**src/rtl/lock_pkg.sv**
```systemverilog
// Shared definitions for the combination-lock entry sequencer:
// state encoding, code geometry and digit extraction.
package lock_pkg;

  localparam int DIGITS  = 3;
  localparam int DIGIT_W = 4;
  localparam int CODE_W  = DIGITS * DIGIT_W;

  localparam logic [1:0] ST_ENTRY   = 2'd0;
  localparam logic [1:0] ST_OPEN    = 2'd1;
  localparam logic [1:0] ST_LOCKOUT = 2'd2;

  typedef logic [CODE_W-1:0]  code_t;
  typedef logic [DIGIT_W-1:0] digit_t;

  // Digit 0 sits in the most significant nibble and is entered first.
  function automatic digit_t code_digit(input code_t code, input logic [1:0] idx);
    digit_t d;
    d = code[CODE_W-1 -: DIGIT_W];
    for (int i = 0; i < DIGITS; i++) begin
      if (idx == 2'(i)) d = code[CODE_W-1-DIGIT_W*i -: DIGIT_W];
    end
    return d;
  endfunction

endpackage

```
**src/rtl/lock_cycle_timer.sv**
```systemverilog
// Cycle counter that runs while run_i is high and pulses expire_o on the
// LIMIT-th consecutive running cycle; dropping run_i restarts it from zero.
module lock_cycle_timer #(
  parameter int WIDTH = 10,
  parameter int LIMIT = 500
) (
  input  logic clk,
  input  logic reset,
  input  logic run_i,
  output logic expire_o
);

  localparam logic [WIDTH-1:0] LAST = WIDTH'(LIMIT - 1);

  logic [WIDTH-1:0] cnt_q, cnt_d;

  assign expire_o = run_i && (cnt_q == LAST);

  always_comb begin
    cnt_d = cnt_q;
    if (!run_i || expire_o) begin
      cnt_d = '0;
    end else begin
      cnt_d = cnt_q + WIDTH'(1);
    end
  end

  always_ff @(posedge clk) begin
    if (reset) cnt_q <= '0;
    else       cnt_q <= cnt_d;
  end

endmodule

```
**src/rtl/lock_entry_controller.sv**
```systemverilog
// Keypad-to-lock-FSM sequencer: turns key presses into single-cycle enter
// strokes, tracks digit position and failures, and handles timeout/lockout.
module lock_entry_controller
  import lock_pkg::*;
#(
  parameter code_t DEFAULT_CODE   = 12'h123,
  parameter int    MAX_FAILS      = 3,
  parameter int    LOCKOUT_CYCLES = 1000,
  parameter int    TIMEOUT_CYCLES = 500
) (
  input  logic               clk,
  input  logic               reset,
  input  logic               key_press,
  input  logic [DIGIT_W-1:0] key_digit,
  input  code_t              code_in,
  input  logic               code_load,
  output logic               enter,
  output logic               correct_digit,
  output logic               lockout,
  output logic [1:0]         fail_count,
  output logic [1:0]         digit_idx
);

  localparam int CNT_MAX = (LOCKOUT_CYCLES > TIMEOUT_CYCLES) ? LOCKOUT_CYCLES : TIMEOUT_CYCLES;
  localparam int CNT_W   = $clog2(CNT_MAX + 1);
  localparam logic [1:0] FAIL_LIMIT = 2'(MAX_FAILS);
  localparam logic [1:0] LAST_IDX   = 2'(DIGITS - 1);
  localparam logic [1:0] OPEN_IDX   = 2'(DIGITS);

  logic [1:0] state_q, state_d;
  logic [1:0] idx_q, idx_d;
  logic [1:0] fail_q, fail_d;
  code_t      code_q, code_d;
  logic       enter_q, enter_d;
  logic       correct_q, correct_d;
  logic       key_q;
  logic       press_evt;
  logic       idle_run, idle_expire;
  logic       lock_run, lock_expire;

  assign press_evt = key_press && !key_q;

  assign idle_run = (state_q == ST_ENTRY) && (idx_q != 2'd0) && !press_evt;
  assign lock_run = (state_q == ST_LOCKOUT);

  lock_cycle_timer #(.WIDTH(CNT_W), .LIMIT(TIMEOUT_CYCLES)) u_idle_timer (
    .clk      (clk),
    .reset    (reset),
    .run_i    (idle_run),
    .expire_o (idle_expire)
  );

  lock_cycle_timer #(.WIDTH(CNT_W), .LIMIT(LOCKOUT_CYCLES)) u_lock_timer (
    .clk      (clk),
    .reset    (reset),
    .run_i    (lock_run),
    .expire_o (lock_expire)
  );

  always_comb begin
    state_d   = state_q;
    idx_d     = idx_q;
    fail_d    = fail_q;
    code_d    = code_q;
    enter_d   = 1'b0;
    correct_d = 1'b0;

    if (state_q == ST_OPEN && code_load) code_d = code_in;

    case (state_q)
      ST_ENTRY: begin
        if (press_evt) begin
          enter_d = 1'b1;
          if (key_digit == code_digit(code_q, idx_q)) begin
            correct_d = 1'b1;
            if (idx_q == LAST_IDX) begin
              idx_d   = OPEN_IDX;
              fail_d  = 2'd0;
              state_d = ST_OPEN;
            end else begin
              idx_d = idx_q + 2'd1;
            end
          end else begin
            idx_d = 2'd0;
            if (fail_q + 2'd1 == FAIL_LIMIT) begin
              fail_d  = FAIL_LIMIT;
              state_d = ST_LOCKOUT;
            end else begin
              fail_d = fail_q + 2'd1;
            end
          end
        end else if (idle_expire) begin
          // Stale partial entry: a wrong-qualified stroke resets the FSM without counting a failure.
          enter_d = 1'b1;
          idx_d   = 2'd0;
        end
      end
      ST_OPEN: begin
        if (press_evt) begin
          enter_d = 1'b1;
          idx_d   = 2'd0;
          state_d = ST_ENTRY;
        end
      end
      ST_LOCKOUT: begin
        if (lock_expire) begin
          fail_d  = 2'd0;
          state_d = ST_ENTRY;
        end
      end
      default: begin
        idx_d   = 2'd0;
        state_d = ST_ENTRY;
      end
    endcase
  end

  always_ff @(posedge clk) begin
    if (reset) begin
      state_q   <= ST_ENTRY;
      idx_q     <= 2'd0;
      fail_q    <= 2'd0;
      code_q    <= DEFAULT_CODE;
      enter_q   <= 1'b0;
      correct_q <= 1'b0;
      // Treated as held so a key kept down through reset needs a release first.
      key_q     <= 1'b1;
    end else begin
      state_q   <= state_d;
      idx_q     <= idx_d;
      fail_q    <= fail_d;
      code_q    <= code_d;
      enter_q   <= enter_d;
      correct_q <= correct_d;
      key_q     <= key_press;
    end
  end

  assign enter         = enter_q;
  assign correct_digit = correct_q;
  assign lockout       = (state_q == ST_LOCKOUT);
  assign fail_count    = fail_q;
  assign digit_idx     = idx_q;

endmodule

```
**config.mk**
```make
export PLATFORM = sky130hd
export DESIGN_NAME = lock_entry_controller
export DESIGN_NICKNAME = d
export VERILOG_FILES = /design/src/rtl/lock_pkg.sv /design/src/rtl/lock_cycle_timer.sv /design/src/rtl/lock_entry_controller.sv
export SDC_FILE = /design/constraint.sdc
export NUM_CORES = 1
export LEC_CHECK = 0
export ABC_CLOCK_PERIOD_IN_PS = 1800
export BUFFER_PORTS_ARGS = -buffer_cell sky130_fd_sc_hd__buf_2
export CORE_ASPECT_RATIO = 1.5
export CORE_UTILIZATION = 28
export CTS_BUF_LIST = sky130_fd_sc_hd__clkbuf_4 sky130_fd_sc_hd__clkbuf_8 sky130_fd_sc_hd__clkbuf_16
export DETAILED_ROUTE_END_ITERATION = 8
export HOLD_SLACK_MARGIN = 0.05
export PLACE_DENSITY = 0.58
export SETUP_SLACK_MARGIN = 0.2
export SLEW_MARGIN = 40
export SYNTH_ARGS = -nofsm -noshare
export SYNTH_HDL_FRONTEND = slang
export SYNTH_SLANG_ARGS = --single-unit
```
**constraint.sdc**
```tcl
create_clock -name clk -period 1.8 [get_ports clk]
set_input_delay 0.36 -clock clk [delete_from_list [all_inputs] [get_ports clk]]
set_output_delay 0.36 -clock clk [all_outputs]
set_load 0.02 [all_outputs]
```
# Word level (Yosys, flattened, before mapping)
# Index checks and enable logic that the tools add are counted.
[word_totals]
register_bits = 41
in_bits = 20
output_inout_bits = 7
elab_cells = 77
[classes]
addsub = 4
n_eq_ne = 14
muxes = 26
bitwise = 3
n_reduce_logical = 21
[op_table]
columns = ["cell", "n"]
rows = [
  ["2-bit two-way mux", 14],
  ["10-bit by 1-bit adder with 10-bit output (second input constant)", 2],
  ["4-bit two-way mux", 4],
  ["2-bit one-hot mux with 3 select lines", 2],
  ["10-bit equality test (second input constant)", 1],
  ["10-bit by 9-bit equality test with 1-bit output (second input constant)", 1],
  ["2-bit equality test (second input constant)", 3],
  ["1-bit logical AND", 6],
  ["2-bit != test (second input constant)", 3],
  ["5-bit AND reduction", 1],
  ["2-bit by 1-bit adder with 2-bit output (second input constant)", 2],
  ["2-bit by 1-bit equality test with 1-bit output (second input constant)", 2],
  ["4-bit equality test", 1],
  ["1-bit zero test", 4],
  ["1-bit two-way mux", 4],
  ["2-bit one-hot mux with 2 select lines", 1],
  ["4-bit AND reduction", 1],
  ["2-bit nonzero test", 2],
  ["2-bit OR reduction", 2],
  ["3-bit by 1-bit != test with 1-bit output (second input constant)", 1],
  ["3-bit by 2-bit != test with 1-bit output (second input constant)", 1],
  ["3-bit != test (second input constant)", 1],
  ["1-bit inverter", 3],
  ["3-bit AND reduction", 1],
  ["4 further kinds", 5],
]

# Depth between registers and ports, before layout
# Gate-level depths: netlist of run 1.
[logic_depth]
ltp_word = 9
depth_mapped = 9
mapped_depth_nobuf = 8

# By module
# From an unflattened synthesis of run 1, not the netlist that was laid out.
[unflattened]
hier_cells = 235
hier_area_um2 = 1991.9
[by_module_without_submodules]
columns = ["mod", "n_inst", "cells_each", "area_each_um2"]
rows = [
  ["lock_entry_controller", 1, 135, 1089.8],
  ["lock_cycle_timer at u_lock_timer", 1, 52, 460.4],
  ["lock_cycle_timer at u_idle_timer", 1, 48, 441.7],
]

# Least setup slack after synthesis of run 1
# No wires, ideal clock.
[synth_timing]
kind = "register to register"
from = "register idx_q[1] (netlist: digit_idx[1])"
to = "register fail_q[1] (netlist: fail_count[1])"
t_arrival_ps = 1894
required_time_ps = 1712
slack_ps = -182
path_stages_with_launch = 10
n_path_buf = 1
synth_period_minus_slack_ps = 1982
path_cell_list = "dfxtp_1 -> inv_1 -> ha_1 -> buf_6 -> mux2i_1 -> o21ai_1 -> xor2_1 -> nor4_4 -> a21oi_1 -> o32ai_2"
[synth_between]
elab_chain_len = 9
elab_cells_between_ends = 12
classes_between = "4 x eq/ne; 7 x mux; 1 x reduce/logical"
[synth_rtl]
columns = ["item", "line_no", "source"]
rows = [
  ["start, declared", "lock_entry_controller.sv:31", "logic [1:0] idx_q, idx_d;"],
  ["start signal, assigned", "lock_entry_controller.sv:130", "idx_q <= idx_d;"],
  ["2-bit by 1-bit equality test with 1-bit output", "lock_pkg.sv:21", "if (idx == 2'(i)) d = code[CODE_W-1-DIGIT_W*i -: DIGIT_W];"],
  ["4-bit two-way mux (2 in a row)", "lock_pkg.sv:21", ""],
  ["4-bit two-way mux", "lock_entry_controller.sv:72", "if (press_evt) begin"],
  ["4-bit two-way mux", "lock_entry_controller.sv:70", "case (state_q)"],
  ["4-bit equality test", "lock_entry_controller.sv:74", "if (key_digit == code_digit(code_q, idx_q)) begin"],
  ["2-bit two-way mux", "lock_entry_controller.sv:74", ""],
  ["2-bit two-way mux", "lock_entry_controller.sv:72", ""],
  ["2-bit one-hot mux with 2 select lines", "lock_entry_controller.sv:70", ""],
  ["end signal, assigned", "lock_entry_controller.sv:131", "fail_q <= fail_d;"],
  ["end, declared", "lock_entry_controller.sv:32", "logic [1:0] fail_q, fail_d;"],
]
# Parallel ways exist; a longest one is shown, timed or not. The select of a mux whose other input is x is not followed.
# A chain may end at the register's enable or synchronous reset.

# Worst setup path in the final report of run 1
[layout_timing]
from = "register idx_q[1] (netlist: digit_idx[1])"
to = "register idx_q[1] (netlist: digit_idx[1])"
[layout_between]
elab_chain_len = 9
elab_cells_between_ends = 18
classes_between = "1 x add/sub; 4 x eq/ne; 8 x mux; 5 x reduce/logical"
[layout_rtl]
columns = ["item", "line_no"]
rows = [
  ["2-bit by 1-bit equality test with 1-bit output", "lock_pkg.sv:21"],
  ["4-bit two-way mux (2 in a row)", "lock_pkg.sv:21"],
  ["4-bit two-way mux", "lock_entry_controller.sv:72"],
  ["4-bit two-way mux", "lock_entry_controller.sv:70"],
  ["4-bit equality test", "lock_entry_controller.sv:74"],
  ["2-bit two-way mux", "lock_entry_controller.sv:74"],
  ["2-bit two-way mux", "lock_entry_controller.sv:72"],
  ["2-bit one-hot mux with 3 select lines", "lock_entry_controller.sv:70"],
]
# Parallel ways exist; a longest one is shown, timed or not. The select of a mux whose other input is x is not followed.

==> results.sh, run 1 <==
export IMPL_p_leak_nw=0.912
export IMPL_synth_edf_count=0
export IMPL_finalHoldViolCount=0
export IMPL_grtUsageMet2=0.224
export IMPL_ant_nets=0
export IMPL_setup_ws_ps=-81.7
export IMPL_clock_sinks=41
export IMPL_synth_avg_cell_area_sq_um=8.64
export IMPL_vias=1521
export IMPL_antenna_found_initial=0
export IMPL_timing_hold_ws_ps=271
export IMPL_initialDrtViolationCount=32
export IMPL_setup_viol=5
export IMPL_synth_main_ff_cell="dfxtp_1"
export IMPL_busiest_layer="met2"
export IMPL_synthDistinctLibCells=34
export IMPL_ys_ff_latch=41
export IMPL_placed_area_sq_um=2120
export IMPL_dieArea_sq_um=6900
export IMPL_final_cell_area_sq_um=2340
export IMPL_cts_clk_slew_worst_paths_ps=80
export IMPL_cp_arrival_ps=2070
export IMPL_drive_gt1_frac=0.257
export IMPL_slew_violations=0
export IMPL_remaining_drc_errors=0
export IMPL_required_ps=1990
export IMPL_synth_nets=239
export IMPL_fin_nets=282
export IMPL_power_density_nw_per_um2=780
export IMPL_min_period_ps=1880
export IMPL_dp_hpwl_mm=2.84
export IMPL_skew_ps=5.44
export IMPL_core_area_sq_um=6260
export IMPL_diodes=0
export IMPL_pre_cts_slack_ps=-79.4
export IMPL_fmaxAchievable_ghz=0.531
export IMPL_grt_pass1_wl_mm=6.02
export IMPL_rsz0062_at_grt="true"
export IMPL_cts_root_buf="clkbuf_8"
export IMPL_min_path_type="input port to flop"
export IMPL_die_x_microns=68.2
export IMPL_n_fill_cell=666
export IMPL_fp_row_count=35
export IMPL_ys_async_sr_fraction=0
export IMPL_place_congestion=0.710
export IMPL_power_mw=1.82
export IMPL_grt_max_degree=17
export IMPL_criticalPathCategory="flop to flop"
export IMPL_drt_wl_total_mm=3.74
export IMPL_dr_pass1_iters=4
export IMPL_wl_per_cell_microns=11.3
export IMPL_grt_ovfl_total=0
export IMPL_syn_to_final_growth_pct=27.0
export IMPL_synthCells=213
export IMPL_num_io_pins=27
export IMPL_grt_met3_usage=0.0259
export IMPL_cts_made_buffers=5
export IMPL_drv_cap=0
export IMPL_via_per_inst=4.60
export IMPL_finalCritPeriodShare=1.05
export IMPL_irDropWorstVdd_v=0.000289
export IMPL_grt_met1_usage=0.104
export IMPL_tritoncts="built"
export IMPL_final_util=0.373
export IMPL_setup_worst_path_end_class="flop"
export IMPL_syn_cell_area_sq_um=1840
export IMPL_critPathMaxFanout=6
export IMPL_status="complete, but fails checks"
export IMPL_cts_max_path_buffers=2
export IMPL_cts_max_level=2
export IMPL_first_global_vias=1483
export IMPL_port_buffers=26
export IMPL_track_usage=0.116
export IMPL_clk_latency_ps=290
export IMPL_die_h_microns=101
export IMPL_relSlewSlack=0.544
export IMPL_initial_core_util=0.294
export IMPL_violations="negative setup slack"
export IMPL_ys_seq_area_frac=0.446
export IMPL_cp_start_kind="flop"
export IMPL_worst_pin_slew_ps=678
export IMPL_ys_warn_count=0
## metrics by stage
step                      cells  setup TNS, ps
after global placement      316           -161
after floorplan             213           -101
after CTS                   331           -399
after global routing        331          -1140
after detailed placement    316           -272
final                       331           -301
## cells in the final DEF, fill, tap and decap left out, types with 6 or more instances in the layout
master,count
inv_1,7
dfxtp_1,38
xor2_1,14
nor2_1,29
buf_2,26
buf_4,16
a21oi_1,9
nand3_1,10
xnor2_1,6
nand2_1,37
nand3b_1,6
## routing by layer
metal | share of wire | vias up | wire (microns)
met3 | 0.045 | 8 | 168
met1 | 0.39 | 698 | 1470
met5 | 0 | - | 0
met4 | 0.028 | 0 | 106
met2 | 0.53 | 27 | 1990
li1 | - | 788 | -
## registers in the layout, indices dropped and copies added, names as in the netlist
name / count
u_idle_timer.cnt_q: 10
u_lock_timer.cnt_q: 10
key_q: 1
digit_idx: 2
correct_digit: 1
state_q: 2
fail_count: 2
enter: 1
code_q: 12
## area by class of cell
type / instances / area, sq um / share of cell area
Tap cell: 74 / 92.6 / 0.0396
Timing Repair Buffer: 44 / 282 / 0.121
Clock buffer: 6 / 93.8 / 0.0402
Multi-Input combinational cell: 156 / 971 / 0.416
Inverter: 8 / 32.5 / 0.0139
Clock inverter: 2 / 35.0 / 0.0150
Sequential cell: 41 / 830 / 0.355
## power breakdown
part | total (mW) | leakage (nW) | internal [mW] | switching (mW)
Combinational | 0.0995 | 0.513 | 0.0474 | 0.0521
Sequential | 0.919 | 0.333 | 0.912 | 0.00708
Clock | 0.803 | 0.0663 | 0.495 | 0.308
## critical path: stages, from the launching register on
cell	delay, ps
dfxtp_4	360
inv_4	40
ha_4	160
buf_12	120
mux2i_1	110
o21ai_1	140
xor2_1	270
nor4_4	80
buf_4	160
and2_4	140
a22o_1	190
## Yosys cell counts, types with 2 or more instances
cell | number | area (sq um)
dfxtp_1 | 41 | 821
nand2_1 | 37 | 139
nor2_1 | 29 | 109
xor2_1 | 14 | 123
a21oi_1 | 10 | 50.1
nand3_1 | 10 | 50.1
inv_1 | 8 | 30.0
clkbuf_1 | 6 | 22.5
ha_1 | 6 | 75.1
nand3b_1 | 6 | 45.0
xnor2_1 | 6 | 52.6
nand2b_1 | 5 | 31.3
and3_1 | 4 | 25.0
mux2i_1 | 4 | 40.0
o21ai_0 | 3 | 15.0
o21ai_1 | 3 | 15.0
a22o_1 | 2 | 17.5
nand4b_1 | 2 | 17.5
nor3_1 | 2 | 10.0
## cells by family (layout without fill, tap and decap cells)
family	Yosys count	after routing	synth area share
AOI/OAI and AO/OA	23	23	0.0810
xor gates and xnor gates	20	20	0.0952
adders and majority gates	6	6	0.0408
buffers and inverters	16	60	0.0422
DFF	41	41	0.446
muxes	4	4	0.0218
and+or+nand+nor	103	103	0.273
## path summary, 6_finish.rpt
path / from / to / slack (ps) / cells past startpoint
setup / recovery: digit_idx[1] / digit_idx[1] / -80 / 10
hold / removal: key_press / key_q / 270 / 2
setup reg to reg: digit_idx[1] / digit_idx[1] / -80 / 10
hold reg to reg: code_q[7] / code_q[7] / 460 / 2
## repair_timing
| item | in CTS | in global routing |
|---|---|---|
| gates resized for setup | 2 | 5 |
| hold buffers | 0 | 0 |
| setup endpoints to repair | 8 | 8 |
| setup buffers | 7 | 0 |
| endpoints found under the hold margin | 0 | 0 |
| pin swaps | 9 | 5 |
No activity file was read; power rests on OpenSTA's default activity.
==> inputs of run 2 (changes only) <==
--- a/config.mk
+++ b/config.mk
@@ -9,10 +9,11 @@
 export BUFFER_PORTS_ARGS = -buffer_cell sky130_fd_sc_hd__buf_2
 export CORE_ASPECT_RATIO = 1.5
 export CORE_UTILIZATION = 28
-export CTS_BUF_LIST = sky130_fd_sc_hd__clkbuf_4 sky130_fd_sc_hd__clkbuf_8 sky130_fd_sc_hd__clkbuf_16
+export CTS_BUF_LIST = sky130_fd_sc_hd__clkbuf_4 sky130_fd_sc_hd__clkbuf_8
 export DETAILED_ROUTE_END_ITERATION = 8
 export HOLD_SLACK_MARGIN = 0.05
 export PLACE_DENSITY = 0.58
+export RECOVER_POWER = 25
 export SETUP_SLACK_MARGIN = 0.2
 export SLEW_MARGIN = 40
 export SYNTH_ARGS = -nofsm -noshare
==> run 2 against run 1 <==
Effect of this change: the run still ends with negative setup slack left; register-to-register slack about the same; first-iteration DRC count did not move; critical path depth unchanged; die area did not move; largest power group unchanged; clock skew decreased by 1.1 ps; setup slack about the same.
==> results.sh, run 2 (synthesis results as in run 1) <==
export IMPL_reg_top3="code_q x12, u_idle_timer.cnt_q x10, u_lock_timer.cnt_q x10"
export IMPL_initialDrtViolationCount=32
export IMPL_power_density_nw_per_um2=803
export IMPL_cts_max_level=2
export IMPL_criticalPathCategory="flop to flop"
export IMPL_min_period_ps=1880
export IMPL_setup_ws_ps=-81.3
export IMPL_fp_row_count=35
export IMPL_via_per_inst=4.59
export IMPL_cp_arrival_ps=2070
export IMPL_status="complete, but fails checks"
export IMPL_wl_per_cell_microns=11.3
export IMPL_finalCritPeriodShare=1.05
export IMPL_port_buffers=26
export IMPL_die_h_microns=101
export IMPL_grt_ovfl_total=0
export IMPL_setup_viol=5
export IMPL_largest_register="code_q"
export IMPL_grt_met3_usage=0.0259
export IMPL_cts_max_path_buffers=2
export IMPL_clk_latency_ps=290
export IMPL_p_leak_nw=0.893
export IMPL_skew_ps=4.38
export IMPL_busiest_layer="met2"
export IMPL_grt_met1_usage=0.104
export IMPL_cts_clk_slew_worst_paths_ps=80
export IMPL_num_io_pins=27
export IMPL_vias=1520
export IMPL_cts_root_buf="clkbuf_8"
export IMPL_track_usage=0.116
export IMPL_core_area_sq_um=6260
export IMPL_n_fill_cell=665
export IMPL_dp_hpwl_mm=2.84
export IMPL_first_global_vias=1483
export IMPL_critPathMaxFanout=6
export IMPL_mostFrequentLayoutCells="dfxtp_1, nand2_1, nor2_1, buf_2, buf_4"
export IMPL_final_common_cell="dfxtp_1"
export IMPL_setup_tns_ps=-295
export IMPL_dr_pass1_iters=4
export IMPL_seqCellArea_sq_um=830
export IMPL_finalHoldViolCount=0
export IMPL_remaining_drc_errors=0
export IMPL_clock_sinks=41
export IMPL_fmaxAchievable_ghz=0.532
export IMPL_fin_nets=282
export IMPL_initial_core_util=0.294
export IMPL_ant_nets=0
export IMPL_violations="negative setup slack"
export IMPL_drt_wl_total_mm=3.75
export IMPL_drv_cap=0
export IMPL_grt_pass1_wl_mm=6.02
export IMPL_relSlewSlack=0.544
export IMPL_tritoncts="built"
export IMPL_die_x_microns=68.2
export IMPL_diodes=0
export IMPL_worst_pin_slew_ps=678
export IMPL_setup_worst_path_end_class="flop"
export IMPL_cts_made_buffers=5
export IMPL_syn_to_final_growth_pct=26.9
export IMPL_cp_start_kind="flop"
export IMPL_pre_cts_slack_ps=-79.4
export IMPL_irDropWorstVdd_v=0.000289
export IMPL_grt_max_degree=17
export IMPL_min_path_type="input port to flop"
export IMPL_multiInputGateArea_sq_um=971
export IMPL_grtUsageMet2=0.224
export IMPL_largest_reg_flops=12
export IMPL_antenna_found_initial=0
export IMPL_rsz0062_at_grt="true"
export IMPL_dieArea_sq_um=6900
export IMPL_timing_hold_ws_ps=271
export IMPL_slew_violations=0
export IMPL_drive_gt1_frac=0.237
export IMPL_required_ps=1990
export IMPL_place_congestion=0.710
-- run 2: cell types whose count changed in the layout (fill, tap and decap cells not counted) --
cell	previous run	this run
buf_2	26	21
clkbuf_1	0	5
clkbuf_16	1	0
bufinv_16	1	2
-- run 2: path summary, 6_finish.rpt --
kind	from	end	slack, ps	cells after the start
worst max-delay path	digit_idx[1]	digit_idx[1]	-80	10
worst min-delay path	key_press	key_q	270	2
worst max register to register	digit_idx[1]	digit_idx[1]	-80	10
worst min register to register	code_q[7]	code_q[7]	460	2
-- run 2: final cells by class --
class,instances,share of cell area
repair buffers,44,0.118
clock buffers,5,0.0295
multi-input cells,156,0.416
clock inverters,3,0.0279
inverters,8,0.0139
flip-flops and latches,41,0.355
well taps,74,0.0397
-- run 2: where the power goes --
group          total [mW]  leakage, nW  internal [mW]  switching [mW]
registers           0.919        0.333          0.912         0.00719
logic              0.0976        0.492         0.0455          0.0521
clock network       0.857       0.0681          0.551           0.307
total                1.87        0.893           1.51           0.366
-- run 2: worst max-delay path: stages, from the launching register on --
cell	delay, ps
dfxtp_4	360
inv_4	40
ha_4	160
buf_12	120
mux2i_1	110
o21ai_1	140
xor2_1	270
nor4_4	80
buf_4	160
and2_4	140
a22o_1	190
-- run 2: what timing repair did --
action / 4_1_cts / 5_1_grt
hold buffers: 0 / 0
pin swaps: 9 / 5
buffers inserted: 7 / 0
hold endpoints to repair: 0 / 0
resized for setup: 2 / 5
setup endpoints to repair: 8 / 8
-- run 2: per-layer routing --
layer / vias to the layer above / share of wire
met5: - / 0
met4: 0 / 0.028
met3: 8 / 0.044
met2: 27 / 0.53
met1: 697 / 0.39
li1: 788 / -
-- run 2: stage by stage --
stage / total power [mW] / std cells / instance area [sq um] / util
floorplan: 0.995 / 213 / 1860 / -
global placement: 1.04 / 316 / 2120 / 0.338
detailed placement: 1.04 / 316 / 2120 / 0.338
CTS: 1.91 / 331 / 2320 / 0.371
global route: 1.95 / 331 / 2330 / 0.373
finish: 1.87 / 331 / 2330 / 0.373
